**config.mk**
```make
export PLATFORM = sky130hd
export DESIGN_NAME = alu_mul_seq
export DESIGN_NICKNAME = d
export VERILOG_FILES = /design/src/rtl/alu_pkg.sv /design/src/rtl/alu_mul_seq.sv
export SDC_FILE = /design/constraint.sdc
export NUM_CORES = 1
export LEC_CHECK = 0
export BUFFER_PORTS_ARGS = -buffer_cell sky130_fd_sc_hd__buf_2
export CORE_MARGIN = 10
export CORE_UTILIZATION = 47
export DETAILED_ROUTE_END_ITERATION = 16
export PLACE_DENSITY = 0.83
export SKIP_LAST_GASP = 1
export SYNTH_ARGS = -nofsm -noshare
export SYNTH_HDL_FRONTEND = slang
export SYNTH_SLANG_ARGS = --single-unit
```
**constraint.sdc**
```tcl
create_clock -name clk -period 1.8 [get_ports clk]
set_clock_uncertainty 0.2 [all_clocks]
set_input_delay 0.27 -clock clk [delete_from_list [all_inputs] [get_ports clk]]
set_output_delay 0.27 -clock clk [all_outputs]
set_load 0.03 [all_outputs]
```
**src/rtl/alu_pkg.sv**
```systemverilog
// alu_pkg: shared ALU op encodings and the sequential multiplier FSM state enum.
// Contents:
//   alu_op_e - 3-bit ALU operation codes driven on alu_op
//   state_e  - FSM states of alu_mul_seq
package alu_pkg;

    typedef enum logic [2:0] {
        ALU_SUB  = 3'b000,
        ALU_ADD  = 3'b001,
        ALU_LSL  = 3'b010,
        ALU_NEG  = 3'b011,
        ALU_PASS = 3'b100,
        ALU_CMP  = 3'b101
    } alu_op_e;

    typedef enum logic [2:0] {
        S_IDLE,
        S_EVAL,
        S_ADD,
        S_SHIFT,
        S_DONE
    } state_e;

endpackage

```
**src/rtl/alu_mul_seq.sv**
```systemverilog
// alu_mul_seq: shift-and-add 16x16 (mod 2^16) multiplier sequenced over an external shared ALU.
// Ports:
//   clk, rst_n           - clock (rising edge), asynchronous active-low reset
//   start, opA, opB      - request; operands captured when start is accepted in IDLE
//   busy, done           - busy outside IDLE; done is a one-cycle pulse in DONE
//   result, result_z/_n  - registered product (low 16 bits), zero flag, sign bit
//   alu_op, alu_a, alu_b - request to the combinational shared ALU
//   alu_result           - ALU answer, consumed in the same cycle
// Configuration:
//   ALU_MUL_SEQ_EARLY_EXIT_EN - when defined, EVAL finishes as soon as the
//                               remaining multiplier bits are all zero.
module alu_mul_seq
    import alu_pkg::*;
(
    input  logic        clk,
    input  logic        rst_n,
    input  logic        start,
    input  logic [15:0] opA,
    input  logic [15:0] opB,
    output logic        busy,
    output logic        done,
    output logic [15:0] result,
    output logic        result_z,
    output logic        result_n,
    output logic [2:0]  alu_op,
    output logic [15:0] alu_a,
    output logic [15:0] alu_b,
    input  logic [15:0] alu_result
);

    state_e      state_q, state_d;
    logic [15:0] acc_q, acc_d;
    logic [15:0] mcand_q, mcand_d;
    logic [15:0] mplier_q, mplier_d;
    logic [3:0]  cnt_q, cnt_d;
    logic [15:0] result_q, result_d;

    always_ff @(posedge clk or negedge rst_n) begin
        if (!rst_n) begin
            state_q  <= S_IDLE;
            acc_q    <= '0;
            mcand_q  <= '0;
            mplier_q <= '0;
            cnt_q    <= '0;
            result_q <= '0;
        end else begin
            state_q  <= state_d;
            acc_q    <= acc_d;
            mcand_q  <= mcand_d;
            mplier_q <= mplier_d;
            cnt_q    <= cnt_d;
            result_q <= result_d;
        end
    end

    always_comb begin
        state_d  = state_q;
        acc_d    = acc_q;
        mcand_d  = mcand_q;
        mplier_d = mplier_q;
        cnt_d    = cnt_q;
        result_d = result_q;
        alu_op   = ALU_PASS;
        alu_a    = '0;
        alu_b    = '0;
        unique case (state_q)
            S_IDLE: begin
                if (start) begin
                    state_d  = S_EVAL;
                    acc_d    = '0;
                    mcand_d  = opA;
                    mplier_d = opB;
                    cnt_d    = '0;
                end
            end
            S_EVAL: begin
`ifdef ALU_MUL_SEQ_EARLY_EXIT_EN
                if (mplier_q == 16'd0) begin
                    state_d  = S_DONE;
                    result_d = acc_q;
                end else begin
                    state_d = mplier_q[0] ? S_ADD : S_SHIFT;
                end
`else
                state_d = mplier_q[0] ? S_ADD : S_SHIFT;
`endif
            end
            S_ADD: begin
                alu_op  = ALU_ADD;
                alu_a   = acc_q;
                alu_b   = mcand_q;
                acc_d   = alu_result;
                state_d = S_SHIFT;
            end
            S_SHIFT: begin
                alu_op   = ALU_LSL;
                alu_a    = mcand_q;
                alu_b    = 16'd1;
                mcand_d  = alu_result;
                mplier_d = mplier_q >> 1;
                cnt_d    = cnt_q + 4'd1;
`ifdef ALU_MUL_SEQ_EARLY_EXIT_EN
                // Termination is decided in EVAL; after 16 shifts mplier is zero.
                state_d = S_EVAL;
`else
                if (cnt_q == 4'd15) begin
                    state_d  = S_DONE;
                    result_d = acc_q;
                end else begin
                    state_d = S_EVAL;
                end
`endif
            end
            S_DONE: state_d = S_IDLE;
            default: state_d = S_IDLE;
        endcase
    end

    assign busy     = state_q != S_IDLE;
    assign done     = state_q == S_DONE;
    assign result   = result_q;
    assign result_z = result_q == 16'd0;
    assign result_n = result_q[15];

endmodule
```
==> Yosys cells after proc, flatten, opt, wreduce, memory -nomap -nowiden <==
Index checks and enable logic that the tools add are counted.
{ "word_totals": {"out_inout_bits": 55, "rom_bits": 0, "mem_count": 0, "input_bits": 51, "ramBits": 0, "reg_bits": 71, "latch_bits": 0} }
{ "classes": {"magnitude_cmp": 0, "reduce_logical": 8, "mul": 0, "mux": 15, "bitwise": 0, "n_addsub": 1, "n_eq_ne": 6, "shift": 0, "div_mod_pow": 0} }
{ "op_table": {"columns": ["cell", "count"], "rows": [
  ["$pmux W16 S2", 5],
  ["$mux W16", 3],
  ["$logic_not A16 Y1", 1],
  ["$pmux W3 S4", 1],
  ["$pmux W4 S2", 1],
  ["$eq A3 B2 Y1 const B", 2],
  ["$mux W3", 2],
  ["$pmux W3 S2", 1],
  ["$reduce_and A2 Y1", 3],
  ["$add A4 B1 Y4 const B", 1],
  ["$eq A4 B4 Y1 const B", 1],
  ["$mux W4", 1],
  ["$reduce_bool A2 Y1", 2],
  ["$eq A3 B1 Y1 const B", 1],
  ["$eq A3 B3 Y1 const B", 1],
  ["$logic_not A3 Y1", 1],
  ["$reduce_bool A3 Y1", 1],
  ["$ne A2 B2 Y1 const B", 1],
  ["$mux W1", 1]
]} }

==> Longest topological paths before layout <==
Gate-level depths: netlist of run 1.
{ "depth": {"word_depth": 3, "mapped_depth": 8, "mapped_depth_nobuf": 4} }

==> Worst setup path before layout of run 1 <==
No wires, ideal clock.
{ "synth_timing": {"path_kind": "reg-to-output", "from": "register state_q[0]", "to": "output done", "path_stages_with_launch": 5, "n_path_buf": 3, "setup_slack_ns": -0.293, "arrival_ns": 1.623, "required_ns": 1.330, "cell_sequence": "dfrtp_1 buf_6 clkbuf_1 buf_2 nor3b_1"} }
{ "synth_via": {"elab_chain_cells": 1} }
{ "synth_lines": {"columns": ["item", "line_no", "rtl"], "rows": [
  ["from (decl)", "alu_mul_seq.sv:31", "state_e state_q, state_d;"],
  ["from (signal assigned)", "alu_mul_seq.sv:47", "state_q <= state_d;"],
  ["$eq A3 B3 Y1", "alu_mul_seq.sv:120", "assign done = state_q == S_DONE;"],
  ["to (decl)", "alu_mul_seq.sv:21", "output logic done,"]
]} }
Every way passes these cells.

==> Worst setup path after layout of run 1 <==
{ "layout_timing": {"from": "register state_q[0]", "to": "output alu_a[5]"} }
{ "layout_via": {"elab_chain_cells": 2, "elab_cells_between_ends": 3, "cone_classes": "2 x eq/ne; 1 x mux"} }
{ "layout_lines": {"columns": ["item", "line_no", "rtl"], "rows": [
  ["$eq A3 B2 Y1", "alu_mul_seq.sv:66", "unique case (state_q)"],
  ["$pmux W16 S2 *", "alu_mul_seq.sv:66", null],
  ["to (decl)", "alu_mul_seq.sv:26", "output logic [15:0] alu_a,"]
]} }
Mark *: on every way between the ends. The rest lies on a longest branch, timed or not.

==> impl_metrics.yaml, run 1 <==
placed_design:
  place_inst: 548
  dpl.hpwl_um: 7804
  place.gp.congestion: 0.8701
  dp_slack_ns: -0.04007
  portBuffers: 105
critical_path:
  cp.required_ns: 1.33
  reg2reg_from: "state_q[0]$_DFFE_PN0P_"
  cp_max_fo: 8
  rrSetupSlack_ns: -0.18
  slowest_delay_ns: 0.52
  startpoint_type: "flop"
  end_kind: "output pin"
  cp_num_cells: 4
  r2r-end: "mcand_q[8]$_DFFE_PN0P_"
  path_cells: "buf_12 -> mux2i_1 -> nor2_4 -> buf_6"
  cp_data_arrival_time_ns: 1.61
  ff2ff_path_depth: 4
  worstSetupPathType: "flop to output pin"
  cp_top_family: "flip-flops"
  path_buf_inv: 2
  slowest_stage: "dfrtp_2"
timing:
  tightest_slew_ns: 0.3470
  fmax_mhz: 481.1
  layout_setup_ws_ns: -0.2786
  period_minus_slack_ns: 2.079
  rsz0062_at_grt: "true"
  relSlewSlack_pct: 76.20
  hold_violations: 0
  holdWs_ns: 0.002529
  setup_viol: 75
  tns_ns: -11.09
  maxSlewViolCount: 0
  fin_crit_sh_pct: 115.5
power_and_ir_drop:
  p_int_mw: 5.977
  p_per_area_nw_per_um2: 1989
  switching_share_pct: 44.71
  p_seq_share_pct: 27.7
  cellLeakagePower_nw: 2.675
  pwr-share-clk_pct: 11.9
  vdd.ir_drop.worst_mv: 1.191
  p_sw_mw: 4.833
  p_comb_share_pct: 60.4
clock_tree:
  htree_num_levels: 3
  clockRootBuffer: "clkbuf_8"
  cts_sinks: 71
  cts.clk_slew.worst_paths_ns: 0.08
  clock_latency_ns: 0.35
  cts_tree: "done"
  cts_buffers: 9
  cts_buffer_depth: 2
final_layout:
  fill_cells: 462
  fin_cells: 610
  area_growth_pct: 51.89
  layout-drive-gt1-share_pct: 44.03
  post-route-util_pct: 74.14
  antenna-diode-count: 0
  nNetsFinal: 559
hold_path:
  min_path_type: "input pin to flop"
  min_to: "mplier_q[11]$_DFFE_PN0P_"
  min_from: "opB[11]"
  hold_depth: 3
logic_synthesis:
  ys_warn_count: 0
  synth_nets: 404
  yosysUniqueCellTypes: 37
  avgSynthCellArea_um2: 10.17
  synth-edff-count: 0
  synth.yosys.seq_area_share_pct: 49.65
  synth_area_um2: 3578
  synthCells: 352
  synth_flop_cell: "dfrtp_1"
  ys_seq_elements: 71
  ys_async_sr_fraction_pct: 100.0
route:
  ant_nets: 0
  drtIter0Drc: 290
  finalWirelength_um: 12690
  dr.pass1.iters: 5
  routedWlPerCell_um: 20.80
  drc_errors: 0
  vias: 3668
  vias_per_cell: 6.013
grt:
  grt_overflow_total: 0
  track_usage_pct: 21.11
  grt_first_pass_wirelength_um: 19600
  grt_max_degree: 55
  grt_pass1_vias: 3760
  antenna_found_initial: 0
die:
  coreArea_um2: 7331
  die_area_um2: 11500
  io_pins: 106
  start_util_pct: 48.81
  fp-row-count: 31
  die_w_um: 107.3
  die_y_um: 107.3
run_status:
  violations: "setup timing"
  status: "finished with violations"
job:
  cap_violations: 0
registers in the layout, indices dropped and copies added, names as in the netlist:
signal    cells
state_q       3
mcand_q      16
cnt_q         4
acc_q        16
mplier_q     16
result       16
how the worst max path moves through the flow:
stage                                start                endpoint  slack, ns
floorplan           state_q[0]$_DFFE_PN0P_                alu_a[0]       0.01
CTS                 state_q[0]$_DFFE_PN0P_                    busy      -0.21
detailed placement  state_q[2]$_DFFE_PN0P_  mcand_q[8]$_DFFE_PN0P_      -0.04
global placement    state_q[2]$_DFFE_PN0P_               alu_a[11]       0.03
finish              state_q[0]$_DFFE_PN0P_                alu_a[5]      -0.28
global route        state_q[0]$_DFFE_PN0P_                alu_a[5]      -0.30
layout make-up:
type / instances / area [µm²] / area share (%)
Clock buffer: 10 / 137.6 / 2.532
Timing Repair Buffer: 179 / 1514 / 27.85
Tap cell: 99 / 123.9 / 2.279
Clock inverter: 5 / 57.56 / 1.059
Sequential cell: 71 / 1780 / 32.76
Inverter: 5 / 21.27 / 0.3913
Multi-Input combinational cell: 241 / 1800 / 33.13
routing by layer:
metal	part of all wire (%)	vias to the layer above	GRT usage [%]
met4	2.3	0	7.640
met5	0	-	0
met2	50	201	34.82
met3	8.5	27	5.030
li1	-	1622	-
met1	39	1818	26.29
logic make-up after synthesis:
kind of cell	share of synthesized area, %
AND/OR/NAND/NOR	15.35
AO/OA/AOI/OAI	18.15
flip-flops	49.65
buffers and inverters	5.944
multiplexers	10.07
XOR/XNOR	0.4896
adder cells (fa/ha/maj)	0.3496
tightest hold or removal path, delay by kind of cell:
family,cells,cell delay [ns]
AOI/OAI and AO/OA,2,0.14
buffers and inverters,1,0.10
through the flow:
stage / total power, mW / area, µm²
after floorplan: 6.354 / 3681
after global placement: 7.689 / 4414
after global routing: 11.35 / 5435
after detailed placement: 7.863 / 4414
final: 10.81 / 5435
after CTS: 10.29 / 5259
cells in the mapped netlist, drive strengths merged, types with 6 or more instances:
cell	count	share of area (%)
buf	19	3.7
clkbuf	16	1.7
mux2i	18	5.0
and3	15	2.6
nor2	20	2.3
a31oi	31	5.4
dfrtp	71	50
nand3	6	0.84
o32ai	31	7.6
a22o	16	3.9
nand2	65	6.8
mux2	16	5.0
cell usage in the layout, fill, tap and decap left out, types with 3 or more instances in the layout:
| cell | n |
|---|---|
| buf_12 | 7 |
| mux2_2 | 10 |
| and3_1 | 15 |
| inv_1 | 4 |
| clkbuf_8 | 10 |
| a22o_1 | 16 |
| mux2_1 | 6 |
| mux2i_1 | 8 |
| dfrtp_1 | 68 |
| dlygate4sd3_1 | 21 |
| nor2_2 | 6 |
| dfrtp_2 | 3 |
| o32ai_1 | 31 |
| buf_4 | 56 |
| mux2i_2 | 8 |
| a31oi_1 | 31 |
| buf_2 | 66 |
| nand3_1 | 5 |
| nor2_4 | 12 |
| nand2_1 | 65 |
| buf_6 | 24 |
power by group through the flow:
stage / clock [mW] / combinational (mW) / sequential [mW]
2_1_floorplan: 0 / 3.54 / 2.81
3_3_place_gp: 0 / 4.84 / 2.85
3_5_place_dp: 0 / 4.98 / 2.89
4_1_cts: 1.30 / 6.08 / 2.91
5_1_grt: 1.35 / 6.92 / 3.07
6_report: 1.29 / 6.53 / 3.00
timing repair:
item | CTS | global route
setup buffers | 17 | 4
endpoints found under the setup margin | 76 | 104
hold buffers | 21 | 0
gates resized for setup | 70 | 23
pin swaps | 2 | 4
cloned | 3 | 2
hold endpoints to repair | 97 | 0
(Power assumes the default switching activity.)
==> inputs of run 2 (changes only) <==
--- a/config.mk
+++ b/config.mk
@@ -6,10 +6,11 @@
 export NUM_CORES = 1
 export LEC_CHECK = 0
 export BUFFER_PORTS_ARGS = -buffer_cell sky130_fd_sc_hd__buf_2
+export CAP_MARGIN = 10
 export CORE_MARGIN = 10
-export CORE_UTILIZATION = 47
+export CORE_UTILIZATION = 45
 export DETAILED_ROUTE_END_ITERATION = 16
-export PLACE_DENSITY = 0.83
+export PLACE_DENSITY = 0.8
 export SKIP_LAST_GASP = 1
 export SYNTH_ARGS = -nofsm -noshare
 export SYNTH_HDL_FRONTEND = slang
==> run 2 against run 1 <==
Against the previous run:
- setup slack lost 0.0084 ns
- sequential power up 2%
- global-route usage grew 0.12 points
- largest cell class unchanged
- flip-flop and latch count is the same
- largest power group unchanged
- first-iteration DRC count up 12%
- the run still ends with setup timing left
- highest routed layer unchanged
- fmax down 0.40%
==> impl_metrics.yaml, run 2 (synthesized netlist as in run 1, its figures left out) <==
run_status:
  status: "finished with violations"
  violations: "setup timing"
critical_path:
  end_kind: "flop"
  cp_data_arrival_time_ns: 2.11
  slowest_stage: "or4b_4"
  path_buf_inv: 3
  slowest_delay_ns: 0.60
  cp_max_fo: 16
  cp.required_ns: 1.82
  path_cells: "buf_6 -> buf_4 -> or4b_4 -> buf_12 -> o32ai_1 -> a31oi_1"
  startpoint_type: "flop"
  worstSetupPathType: "flop to flop"
  cp_top_family: "simple AND/OR/NAND/NOR gates"
  rrSetupSlack_ns: -0.29
route:
  finalWirelength_um: 13540
  vias_per_cell: 6.082
  vias: 3710
  routedWlPerCell_um: 22.19
  drtIter0Drc: 325
  ant_nets: 0
  dr.pass1.iters: 5
  drc_errors: 0
timing:
  hold_violations: 0
  tns_ns: -16.96
  tightest_slew_ns: 0.3515
  layout_setup_ws_ns: -0.2870
  rsz0062_at_grt: "true"
  period_minus_slack_ns: 2.087
  setup_viol: 89
  fmax_mhz: 479.2
  holdWs_ns: 0.009584
  fin_crit_sh_pct: 115.9
  relSlewSlack_pct: 76.57
  maxSlewViolCount: 0
hold_path:
  min_path_type: "input pin to flop"
clock_tree:
  clock_latency_ns: 0.35
  cts.clk_slew.worst_paths_ns: 0.08
  cts_sinks: 71
  cts_tree: "done"
  cts_buffer_depth: 2
  cts_buffers: 9
  clockRootBuffer: "clkbuf_8"
  htree_num_levels: 3
final_layout:
  area_growth_pct: 56.33
  post-route-util_pct: 72.39
  layout.area.seq_um2: 1783
  nNetsFinal: 554
  fin_cells: 610
  layout-drive-gt1-share_pct: 47.14
  most-common-layout-cells: "dfrtp_1 (68), buf_2 (66), nand2_1 (65)"
  final_cell_area_um2: 5594
  fill_cells: 493
  multi_input_area_um2: 1959
  final_common_cell: "dfrtp_1"
die:
  start_util_pct: 46.31
  fp-row-count: 32
  die_y_um: 109.2
  io_pins: 106
  coreArea_um2: 7727
  die_area_um2: 11920
  die_w_um: 109.2
placed_design:
  place.gp.congestion: 0.8521
  dp_slack_ns: -0.07453
  portBuffers: 105
  placed_cell_area_um2: 4408
  dpl.hpwl_um: 7862
  place_inst: 551
grt:
  grt_overflow_total: 0
  grt_pass1_vias: 3686
  grt_first_pass_wirelength_um: 19990
  antenna_found_initial: 0
  track_usage_pct: 21.24
  grt_max_degree: 46
power_and_ir_drop:
  cellLeakagePower_nw: 2.646
  p_per_area_nw_per_um2: 1982
  vdd.ir_drop.worst_mv: 0.9984
  p_total_mw: 11.09
job:
  cap_violations: 0
==> run 2: changes by cell type in the layout (fill, tap and decap cells not counted), sizes merged, moves of 2 or more <==
cell	previous run	this run
buf	154	152
clkinvlp	0	3
dlygate4sd3	21	18
inv	6	4
==> run 2: layer usage <==
metal  part of all wire, %  wire length [µm]  vias to the layer above  track usage (%)
li1                      -                 -                     1608                -
met1                    37              5033                     1851            25.04
met2                    52              7020                      212            36.63
met3                   8.5              1146                       39            5.605
met4                   2.5               339                        0            7.342
met5                     0                 0                        -                0
==> run 2: repair_timing <==
| action | CTS | global route |
|---|---|---|
| hold buffers | 18 | 0 |
| endpoints found under the hold margin | 95 | 0 |
| gates resized for setup | 117 | 26 |
| pin swaps | 8 | 5 |
| cloned | 4 | 3 |
| buffers inserted | 9 | 9 |
| endpoints found under the setup margin | 70 | 90 |
==> run 2: final cells by class <==
cell class	instances	share of cell area, %
diodes	1	0.04473
repair inverters	1	0.08947
repair buffers	173	26.71
clock buffers	11	2.527
inverters	5	0.4250
clock inverters	5	1.029
well taps	102	2.281
flip-flops and latches	71	31.87
multi-input cells	241	35.03
==> run 2: where the power goes <==
part	internal [mW]	leakage (nW)	switching (mW)
clock network	0.676	0.0916	0.619
logic	3.09	1.67	3.64
registers	2.27	0.883	0.784
==> run 2: worst register-to-register path, cell delays in order (launching register included) <==
cell and delay [ns]:
dfrtp_2 0.45, buf_6 0.14, buf_4 0.13, or4b_4 0.60, buf_12 0.19, o32ai_1 0.18, a31oi_1 0.08
==> run 2: worst paths after layout <==
kind                       depth (start not counted)              startpoint                 endpoint
setup / recovery                                   6  state_q[2]$_DFFE_PN0P_   mcand_q[5]$_DFFE_PN0P_
hold / removal                                     3                  opA[1]   mcand_q[1]$_DFFE_PN0P_
setup reg to reg                                   6  state_q[2]$_DFFE_PN0P_   mcand_q[5]$_DFFE_PN0P_
hold reg to reg                                    1    acc_q[9]$_DFFE_PN0P_     acc_q[9]$_DFFE_PN0P_
max in group asynchronous                          3                   rst_n   state_q[1]$_DFFE_PN0P_
min in group asynchronous                          2                   rst_n  mcand_q[10]$_DFFE_PN0P_
==> inputs of run 3 (changes only) <==
--- a/config.mk
+++ b/config.mk
@@ -11,6 +11,7 @@
 export CORE_UTILIZATION = 45
 export DETAILED_ROUTE_END_ITERATION = 16
 export PLACE_DENSITY = 0.8
+export SETUP_SLACK_MARGIN = 0.05
 export SKIP_LAST_GASP = 1
 export SYNTH_ARGS = -nofsm -noshare
 export SYNTH_HDL_FRONTEND = slang
==> run 3 against run 2 <==
Against the previous run:
- the run still ends with setup timing left
- combinational power increased by 5.1%
- critical path type unchanged
- power rose by 4.7%
- clock power rose by 9%
- fmax is 2.3% lower
- global-route usage up 0.55 points
- routed wire length grew 12%
- design area increased by 4.5%
- setup slack lost 0.050 ns
- highest routed layer unchanged
- critical path depth did not move
- non-clock buffer count rose by 2
- die area did not move
==> impl_metrics.yaml, run 3 (synthesized netlist as in run 1, its figures left out) <==
timing:
  relSlewSlack_pct: 68.17
  maxSlewViolCount: 0
  rsz0062_at_grt: "true"
  tightest_slew_ns: 0.4775
  period_minus_slack_ns: 2.137
  hold_violations: 0
  layout_setup_ws_ns: -0.3369
  setup_viol: 74
  fmax_mhz: 468.0
  fin_crit_sh_pct: 118.7
route:
  finalWirelength_um: 15100
  vias_per_cell: 6.380
  ant_nets: 0
  drtIter0Drc: 363
  drc_errors: 0
  routedWlPerCell_um: 24.71
  dr.pass1.iters: 6
  vias: 3898
critical_path:
  cp_data_arrival_time_ns: 2.15
  startpoint_type: "flop"
  worstSetupPathType: "flop to flop"
  cp.required_ns: 1.81
  end_kind: "flop"
  cp_max_fo: 8
  rrSetupSlack_ns: -0.34
clock_tree:
  clock_latency_ns: 0.35
  htree_num_levels: 3
  clockRootBuffer: "clkbuf_8"
  cts_tree: "done"
  cts.clk_slew.worst_paths_ns: 0.08
  cts_buffers: 9
  cts_buffer_depth: 2
  cts_sinks: 71
final_layout:
  fill_cells: 435
  area_growth_pct: 63.43
  nNetsFinal: 555
  final_common_cell: "dfrtp_1"
  layout-drive-gt1-share_pct: 50.69
  layout.area.seq_um2: 1783
  multi_input_area_um2: 2147
  post-route-util_pct: 75.68
  most-common-layout-cells: "dfrtp_1 (68), buf_2 (67), nand2_1 (65)"
grt:
  track_usage_pct: 21.79
  grt_pass1_vias: 3807
  grt_overflow_total: 0
  antenna_found_initial: 1
  grt_max_degree: 34
  grt_first_pass_wirelength_um: 20610
die:
  die_area_um2: 11920
  die_y_um: 109.2
  start_util_pct: 46.31
  coreArea_um2: 7727
  die_w_um: 109.2
  fp-row-count: 32
  io_pins: 106
power_and_ir_drop:
  vdd.ir_drop.worst_mv: 1.169
  p_total_mw: 11.60
  switching_share_pct: 46.36
  p_int_mw: 6.223
  p_per_area_nw_per_um2: 1984
  cellLeakagePower_nw: 2.778
  p_sw_mw: 5.379
  p_seq_share_pct: 26.8
  pwr-share-clk_pct: 12.2
  p_comb_share_pct: 61.0
placed_design:
  dp_slack_ns: -0.07543
  portBuffers: 105
  place.gp.congestion: 0.8487
  dpl.hpwl_um: 7604
run_status:
  violations: "setup timing"
  status: "finished with violations"
job:
  cap_violations: 0
hold_path:
  min_path_type: "input pin to flop"
## run 3: cell types whose count changed in the layout (fill, tap and decap cells not counted), sizes merged
cell / previous run / this run
clkinvlp: 3 / 1
bufbuf: 1 / 2
bufinv: 1 / 2
diode: 1 / 2
dlygate4sd3: 18 / 22
buf: 152 / 149
clkbuf: 13 / 11
inv: 4 / 5
## run 3: repair_timing
| action | CTS | global route |
|---|---|---|
| gates resized for setup | 78 | 60 |
| endpoints found under the hold margin | 56 | 0 |
| setup buffers | 7 | 5 |
| hold buffers | 22 | 0 |
| endpoints found under the setup margin | 89 | 106 |
| cloned | 7 | 2 |
| pin swaps | 3 | 26 |
## run 3: power groups by stage
stage	combinational, mW	sequential (mW)	clock [mW]
floorplan	3.64	2.83	0
finish	7.07	3.11	1.42
CTS	6.16	2.93	1.38
global route	7.40	3.19	1.48
global placement	4.88	2.86	0
detailed placement	5.00	2.89	0
## run 3: cell type report
type                            count  area share, %
Timing Repair Buffer              175          26.57
Multi-Input combinational cell    241          36.71
Antenna cell                        2        0.08558
Sequential cell                    71          30.49
Inverter                            5         0.3637
Clock buffer                        9          2.118
Clock inverter                      6          1.476
Tap cell                          102          2.182
## run 3: path summary, 6_finish.rpt
| kind | from | to | cells past startpoint |
|---|---|---|---|
| min in group asynchronous | rst_n | acc_q[6]$_DFFE_PN0P_ | 2 |
| max reg2reg | state_q[0]$_DFFE_PN0P_ | mcand_q[13]$_DFFE_PN0P_ | 6 |
| min reg2reg | cnt_q[0]$_DFFE_PN0P_ | cnt_q[0]$_DFFE_PN0P_ | 1 |
| min | opA[3] | mcand_q[3]$_DFFE_PN0P_ | 3 |
| max | state_q[0]$_DFFE_PN0P_ | mcand_q[13]$_DFFE_PN0P_ | 6 |
| max in group asynchronous | rst_n | state_q[1]$_DFFE_PN0P_ | 3 |
## run 3: through the flow
step	instances	hold WS, ns	cell area (µm²)	setup TNS (ns)
after detailed placement	552	0.02114	4468	-0.3126
after CTS	603	0.0004336	5529	-14.19
after global routing	610	0.01873	5846	-18.37
after global placement	552	0.02444	4468	0
after floorplan	352	-0.2256	3757	0
final	611	0.008991	5848	-16.32
## run 3: metal layers
layer | global-route usage (%) | vias to the layer above | wire length [µm]
li1 | - | 1607 | -
met2 | 36.76 | 291 | 7368
met4 | 8.178 | 0 | 736
met3 | 4.425 | 72 | 1397
met1 | 26.92 | 1928 | 5593
met5 | 0 | - | 0
## run 3: critical path: stages (launching register included)
cell	delay, ns
dfrtp_4	0.52
buf_6	0.14
or4b_4	0.61
buf_12	0.18
buf_16	0.14
o32ai_4	0.12
a31oi_2	0.09
